===== src/rtl/div_pkg.sv =====
// Shared definitions for the iterative signed divider: FSM states and default sizing.
package div_pkg;

    localparam int DIV_WIDTH = 32;
    localparam int DIV_CNT_W = $clog2(DIV_WIDTH);

    typedef enum logic [1:0] {
        IDLE = 2'd0,
        RUN  = 2'd1,
        FIX  = 2'd2,
        DONE = 2'd3
    } div_state_t;

endpackage


===== src/rtl/div_step.sv =====
// One restoring-division step: shift in the next dividend bit and try to subtract the divisor.
module div_step
    import div_pkg::*;
#(
    parameter int WIDTH = DIV_WIDTH
) (
    input  logic [WIDTH-1:0] rem,
    input  logic             dividend_msb,
    input  logic [WIDTH-1:0] divisor,
    output logic [WIDTH-1:0] rem_next,
    output logic             q_bit
);

    logic [WIDTH:0] shifted;
    logic [WIDTH:0] trial;

    // rem < divisor <= 2^(WIDTH-1), so shifted fits in WIDTH bits and trial[WIDTH] is the borrow.
    always_comb begin
        shifted  = {rem, dividend_msb};
        trial    = shifted - {1'b0, divisor};
        q_bit    = ~trial[WIDTH];
        rem_next = q_bit ? trial[WIDTH-1:0] : shifted[WIDTH-1:0];
    end

endmodule


===== src/rtl/div_iterative.sv =====
// Multi-cycle signed divider: magnitudes are divided one bit per clock, signs are
// applied in a final fix-up cycle, and completion is flagged by a one-cycle ready pulse.
module div_iterative
    import div_pkg::*;
#(
    parameter int WIDTH = DIV_WIDTH
) (
    input  logic             clock,
    input  logic             reset,
    input  logic             ctrl_DIV,
    input  logic [WIDTH-1:0] data_operandA,
    input  logic [WIDTH-1:0] data_operandB,
    output logic [WIDTH-1:0] data_result,
    output logic [WIDTH-1:0] data_remainder,
    output logic             data_exception,
    output logic             data_resultRDY,
    output logic             busy
);

    localparam int CNT_W = (WIDTH == DIV_WIDTH) ? DIV_CNT_W : $clog2(WIDTH);

    div_state_t       state_reg;
    logic [CNT_W-1:0] counter_reg;
    logic [WIDTH-1:0] rem_reg;
    logic [WIDTH-1:0] dvd_reg;
    logic [WIDTH-1:0] dsr_reg;
    logic             sign_q_reg;
    logic             sign_r_reg;
    logic             zero_reg;
    logic [WIDTH-1:0] result_reg;
    logic [WIDTH-1:0] remainder_reg;
    logic             exc_reg;
    logic             rdy_reg;
    logic             busy_reg;

    logic [WIDTH-1:0] a_abs;
    logic [WIDTH-1:0] b_abs;
    logic [WIDTH-1:0] rem_next;
    logic             q_bit;

    // Negating the most negative value wraps to itself, which is its exact unsigned magnitude.
    assign a_abs = data_operandA[WIDTH-1] ? -data_operandA : data_operandA;
    assign b_abs = data_operandB[WIDTH-1] ? -data_operandB : data_operandB;

    div_step #(.WIDTH(WIDTH)) u_step (
        .rem          (rem_reg),
        .dividend_msb (dvd_reg[WIDTH-1]),
        .divisor      (dsr_reg),
        .rem_next     (rem_next),
        .q_bit        (q_bit)
    );

    always_ff @(posedge clock or posedge reset) begin
        if (reset) begin
            state_reg     <= IDLE;
            counter_reg   <= '0;
            rem_reg       <= '0;
            dvd_reg       <= '0;
            dsr_reg       <= '0;
            sign_q_reg    <= 1'b0;
            sign_r_reg    <= 1'b0;
            zero_reg      <= 1'b0;
            result_reg    <= '0;
            remainder_reg <= '0;
            exc_reg       <= 1'b0;
            rdy_reg       <= 1'b0;
            busy_reg      <= 1'b0;
        end else begin
            rdy_reg <= 1'b0;
            if (ctrl_DIV) begin
                // A start always wins, aborting whatever was in flight.
                dvd_reg     <= a_abs;
                dsr_reg     <= b_abs;
                sign_q_reg  <= data_operandA[WIDTH-1] ^ data_operandB[WIDTH-1];
                sign_r_reg  <= data_operandA[WIDTH-1];
                rem_reg     <= '0;
                counter_reg <= '0;
                busy_reg    <= 1'b1;
                zero_reg    <= (data_operandB == '0);
                state_reg   <= (data_operandB == '0) ? DONE : RUN;
            end else begin
                case (state_reg)
                    IDLE: ;
                    RUN: begin
                        rem_reg     <= rem_next;
                        dvd_reg     <= {dvd_reg[WIDTH-2:0], q_bit};
                        counter_reg <= counter_reg + CNT_W'(1);
                        if (counter_reg == CNT_W'(WIDTH - 1)) begin
                            state_reg <= FIX;
                        end
                    end
                    FIX: begin
                        result_reg    <= sign_q_reg ? -dvd_reg : dvd_reg;
                        remainder_reg <= sign_r_reg ? -rem_reg : rem_reg;
                        exc_reg       <= 1'b0;
                        rdy_reg       <= 1'b1;
                        busy_reg      <= 1'b0;
                        state_reg     <= DONE;
                    end
                    DONE: begin
                        // Divide-by-zero spends one extra DONE cycle producing its result.
                        if (zero_reg) begin
                            result_reg    <= '0;
                            remainder_reg <= sign_r_reg ? -dvd_reg : dvd_reg;
                            exc_reg       <= 1'b1;
                            rdy_reg       <= 1'b1;
                            busy_reg      <= 1'b0;
                            zero_reg      <= 1'b0;
                        end else begin
                            state_reg <= IDLE;
                        end
                    end
                    default: state_reg <= IDLE;
                endcase
            end
        end
    end

    assign data_result    = result_reg;
    assign data_remainder = remainder_reg;
    assign data_exception = exc_reg;
    assign data_resultRDY = rdy_reg;
    assign busy           = busy_reg;

endmodule


===== config.mk =====
export PLATFORM = sky130hd
export DESIGN_NAME = div_iterative
export DESIGN_NICKNAME = d
export VERILOG_FILES = /design/src/rtl/div_pkg.sv /design/src/rtl/div_step.sv /design/src/rtl/div_iterative.sv
export SDC_FILE = /design/constraint.sdc
export NUM_CORES = 1
export LEC_CHECK = 0
export CAP_MARGIN = 20
export CORE_MARGIN = 3
export CORE_UTILIZATION = 58
export DETAILED_ROUTE_END_ITERATION = 10
export PLACE_DENSITY = 0.82
export SLEW_MARGIN = 20
export SYNTH_ARGS = -nofsm -noshare
export SYNTH_HDL_FRONTEND = slang
export SYNTH_HIERARCHICAL = 1
export SYNTH_SLANG_ARGS = --single-unit

===== constraint.sdc =====
create_clock -name clock -period 6.2 [get_ports clock]
set_input_delay 0.62 -clock clock [delete_from_list [all_inputs] [get_ports clock]]
set_output_delay 0.62 -clock clock [all_outputs]
set_load 0.05 [all_outputs]

== Word level (Yosys, flattened, before mapping) ==
Index checks and enable logic that the tools add are counted.
Storage, ports and cells
  flip-flop bits (word level): 173
  output and inout port bits: 67
  bits of input ports: 67
Operators by class
  bitwise logic cells: 3
  $add $sub $neg: 6
  equal/unequal tests: 8
  multiplexer cells: 31
  reduce and logical (&&, ||, !) cells: 9
Operators by type and width (number)
  $mux W32: 12
  $neg A32 Y32: 4
  $pmux W32 S2: 2
  $sub A33 B32 Y33: 1
  $logic_not A32 Y1: 1
  $mux W5: 2
  $ne A3 B3 Y1 const B: 3
  $mux W2: 4
  $mux W1: 7
  $pmux W1 S2: 3
  $pmux W2 S3: 1
  $reduce_and A3 Y1: 2
  $reduce_bool A2 Y1: 3
  $add A5 B1 Y5 const B: 1
  $eq A5 B5 Y1 const B: 1
  $eq A2 B2 Y1 const B: 2
  $reduce_bool A4 Y1: 1
  $reduce_bool A3 Y1: 1
  $eq A2 B1 Y1 const B: 1
  $ne A2 B2 Y1 const B: 1
  $not A1 Y1: 2
  $reduce_and A2 Y1: 1
  $xor A1 B1 Y1: 1

== Logic depth before layout (Yosys ltp) ==
  depth after elaboration: 4
  gate-level depth with buffers: 17
  depth with buffers taken out: 15

== Cells and area by module ==
Netlist, hierarchy kept.
By module, submodules not included
  div_iterative: instances 1, area each 9983.3 um^2, cells each 1121
  div_step: instances 1, area each 2358.5 um^2, cells each 305

== Worst setup path after synthesis ==
Ideal clock, no wire load.
  kind: reg2reg
  start: register dvd_reg[31]
  end: register rem_reg[10]
  setup slack: 2.785 ns
  library setup time: 0.136 ns
  arrival time: 3.279 ns
  stages on the path, launching flop included: 18
  cells stage by stage: dfrtp_1 -> inv_1 -> ha_1 -> fa_1 -> and2b_1 -> o2111ai_2 -> a21oi_2 -> o2111ai_1 -> a211oi_2 -> nor2_4 -> mux2i_4 -> and2_4 -> buf_12 -> inv_8 -> buf_12 -> mux2_4 -> nand2_1 -> a21oi_1
Between the ends
  cells in the longest elaborated chain, start to end: 4
RTL lines
  start, declared: line div_iterative.sv:25  | logic [WIDTH-1:0] dvd_reg;
  start signal, assigned: line div_iterative.sv:72  | dvd_reg <= a_abs;
  start signal, assigned: line div_iterative.sv:86  | dvd_reg <= {dvd_reg[WIDTH-2:0], q_bit};
  $sub A33 B32 Y33: line div_step.sv:20  | trial = shifted - {1'b0, divisor};
  $mux W32: line div_step.sv:22  | rem_next = q_bit ? trial[WIDTH-1:0] : shifted[WIDTH-1:0];
  via rem_next[10]: line div_iterative.sv:38  | logic [WIDTH-1:0] rem_next;
  $mux W32: line div_iterative.sv:82  | case (state_reg)
  $mux W32: line div_iterative.sv:70  | if (ctrl_DIV) begin
  end signal, assigned: line div_iterative.sv:85  | rem_reg <= rem_next;
  end, declared: line div_iterative.sv:24  | logic [WIDTH-1:0] rem_reg;
The timed path passes the listed nets, and every way through them passes these cells. The select of a mux whose other input is x is not followed.
A chain may end at the register's enable or synchronous reset.

== Worst setup path in the final report ==
  start: register dvd_reg[31]
  end: register rem_reg[26]
Same word-level chain as after synthesis.

==> impl_results.md <==
- Final min period: 3.84 ns
- CP max-delay cell: dfrtp_1
- Combinational Power Share: 0.400
- Sequential share of the synthesized area: 0.351
- Status: finished clean
- Clock Tree Root: clkbuf_16
- Post-synth EDFFs: 0
- Maximum VDD drop: between 200 and 250 uV
- Overall Global Routing Usage: 0.269
- Initial antenna violation count: 0
- YS warnings: 6
- Max Slew Vio Count: 0
- Top-Level Pins: around 130
- HP Class: reg -> reg
- CP Max Fanout: 24
- Crit-path max cell delay: between 0.4 and 0.5 ns
- Reg area: 4330 sq um
- Post-Syn Area: roughly 12000 sq um
- RSZ-0062 raised after global routing: no
- Clock power share: 0.258
- CTS Buffer Depth: 2
- Layout Skew: around 0.014 ns
- Worst setup margin: 2.36 ns
- Layout fillers: 1676
- Setup bufs post-CTS: 0
- CP Cell Sequence: inv_1 > ha_1 > fa_1 > and2b_1 > o2111ai_2 > a21oi_2 > o2111ai_1 > a211oi_2 > nor2_4 > mux2i_4 > and2_4 > inv_8 > mux2_4 > nand2_1 > a21oi_1
- Worst-skew pair later-pin latency: 0.43 ns
- Critical R2R Launch: dvd_reg[31]
- Relative slew slack: 0.251
- Slew @ Worst Pin: between 1 and 1.5 ns
- Wirelength per Cell: approximately 18 um
- GR Overflow Total: 0
- CTS H-tree lvls: 4
- Int Pwr: between 2000 and 3000 uW
- Commonest cells after routing, fill and taps aside: 190 x nand2_1, 172 x dfrtp_1, 130 x clkdlybuf4s50_1
- Design area: around 14000 sq um
- Row cnt: 52
- WP data required: between 6 and 7 ns
- Worst Path Arrival: roughly 4.1 ns
- Crit path capture type: register
- Cts hold-fix bufs: 0
- Vias per cell: approximately 6.1
- Post-route ant nets: 0
- Die Y: around 150 um
- Final #Nets: 1591
- Commonest non-fill, non-tap cell in the layout: nand2_1
- Synth cell types: just over 80
- Worst-path clk slew: 0.08 ns
- Post-synthesis register bit count: 173
- Largest net degree at the start of global routing: 103
- Lkg Pwr: 0.00615 uW
- Starting DRT DRC Count: 745
- Worst setup SP type: register
- Register-to-Register Path Depth: 15
- Starting Density: 0.600
- FMAX: around 260 MHz
- Sw frac: 0.380
- Number of diodes: 0
- Seq pwr share: 0.342
- TNS Setup: 0 ns
- Top FF cell, synth: dfrtp_1
- Drt drc: 0
- Multi-input gate area: about 7400 sq um
- Post-synth ARST share: 1.00
- CP Launch Point: dvd_reg[31]
- Pwr/cell area: around 300 nW/um^2
- Mean Syn Cell Area: 8.65 sq um
- Worst hold slack: 0.480 ns
- Setup CP Type: reg -> reg
- Syn_nets: approximately 1500
- Worst R2R Setup Slack: 2.36 ns
- DIE AREA: about 23000 sq um
- # setup viols final: 0
- Post-CTS sizing: 0
- Worst setup path endpoint: rem_reg[26]
- Num CTS Buffers: 17
- Placed Area: 13600 sq um
- Core area: a little over 20000 sq um
- Clock sink count: 173
- Fin crit share: 0.620
- Max capacitance violation total: 0
- Die width: approximately 150 um
- First-pass GRT wire length: ~52000 um
- Post-Route WL: about 32000 um
- RR Endpoint: rem_reg[26]
- Post-layout util: 0.691
- Detailed Place HPWL: about 22000 um
- I/O Buffers: roughly 130
- Cells after Synth: 1426
- Layout cell share with drive strength beyond 1: 0.0674
- First-pass DRT Iterations: 5
- Sw power: 1620 uW
- Area delta synth->final: 15.2%
- Hold Violations, Final: 0
- CTS tree: built
- Pre-CTS WS: about 2.4 ns
- Routability congestion estimate: between 0.8 and 0.9
- Vias in the first global route: 10131
- Vias: ~11000
synth_stat cells (all sizes together) (2+ instances only):
master | number | area [sq um]
a31oi | 6 | 37.5
and2 | 23 | 148
nor2b | 7 | 43.8
and3 | 8 | 51.3
nor2 | 62 | 240
xnor2 | 46 | 403
nor4b | 4 | 35.0
xor2 | 128 | 1120
or3 | 21 | 141
o21ai | 122 | 611
nor4 | 16 | 121
a211oi | 26 | 205
o21bai | 5 | 37.5
o41ai | 20 | 194
a21o | 18 | 136
clkbuf | 78 | 293
nand3 | 22 | 110
mux2 | 26 | 364
nand3b | 5 | 37.5
dfrtp | 173 | 4330
nand2b | 11 | 68.8
a221o | 2 | 20.0
or2b | 2 | 16.3
or4 | 17 | 128
o21a | 9 | 67.6
ha | 38 | 475
nand2 | 190 | 713
nor3 | 14 | 70.1
a22oi | 18 | 135
mux2i | 20 | 213
nor3b | 4 | 30.0
o2111ai | 5 | 50.0
a221oi | 2 | 17.5
nand4 | 11 | 68.8
buf | 20 | 160
o221ai | 10 | 87.6
or2 | 9 | 56.3
inv | 49 | 191
a21oi | 116 | 588
o31ai | 44 | 330
cells by family (layout without fill, tap and decap cells):
kind of cell    after synthesis  in the layout  synth area share
simple gates                430            430             0.171
buf+inv                     149            221            0.0539
mux                          47             47            0.0486
flops                       173            173             0.351
fa+ha+maj                    39             39            0.0401
xor+xnor                    174            174             0.123
compound gates              414            414             0.212
power by group through the flow:
stage / logic, uW / registers [uW] / clock network (uW)
2_1_floorplan: 1470 / 1390 / 0
3_3_place_gp: 1640 / 1470 / 0
3_5_place_dp: 1670 / 1480 / 0
4_1_cts: 1680 / 1460 / 1110
5_1_grt: 1880 / 1480 / 1160
6_report: 1710 / 1460 / 1100
worst max-delay path, delay by kind of cell, from the launching register on:
| kind | cells | cell delay, ns |
|---|---|---|
| flops | 1 | 0.49 |
| fa+ha+maj | 2 | 0.62 |
| compound gates | 5 | 0.98 |
| buf+inv | 2 | 0.21 |
| simple gates | 4 | 0.71 |
| mux | 2 | 0.64 |
cell type report:
| class | instances | share of cell area |
|---|---|---|
| clock buffer | 19 | 0.0312 |
| sequential | 173 | 0.305 |
| tap | 270 | 0.0238 |
| inverter | 49 | 0.0138 |
| multi-input combinational | 1104 | 0.518 |
| timing repair buffer | 140 | 0.0974 |
| clock inverter | 13 | 0.0109 |
worst min-delay path by stage:
stage | startpoint | end | slack, ns | cells past startpoint
after floorplan | dsr_reg[0] | dsr_reg[0] | 0.48 | 1
after CTS | data_result[23] | data_result[23] | 0.49 | 2
after global routing | data_remainder[22] | data_remainder[22] | 0.51 | 2
after detailed placement | data_result[23] | data_result[23] | 0.47 | 2
final | data_result[25] | data_result[25] | 0.48 | 2
after global placement | data_result[9] | data_result[9] | 0.46 | 2
metrics by stage:
stage | std cells | power, uW
after floorplan | 1426 | 2860
after global placement | 1735 | 3110
after detailed placement | 1735 | 3150
after CTS | 1767 | 4250
after global routing | 1768 | 4520
final | 1768 | 4260
layer usage:
layer | vias up | track usage | share of wire
li1 | 5198 | - | -
met1 | 5136 | 0.375 | 0.45
met2 | 394 | 0.441 | 0.48
met3 | 47 | 0.0392 | 0.060
met4 | 0 | 0.0779 | 0.017
met5 | - | 0 | 0
Note: power is estimated with default switching activity, not from simulation.
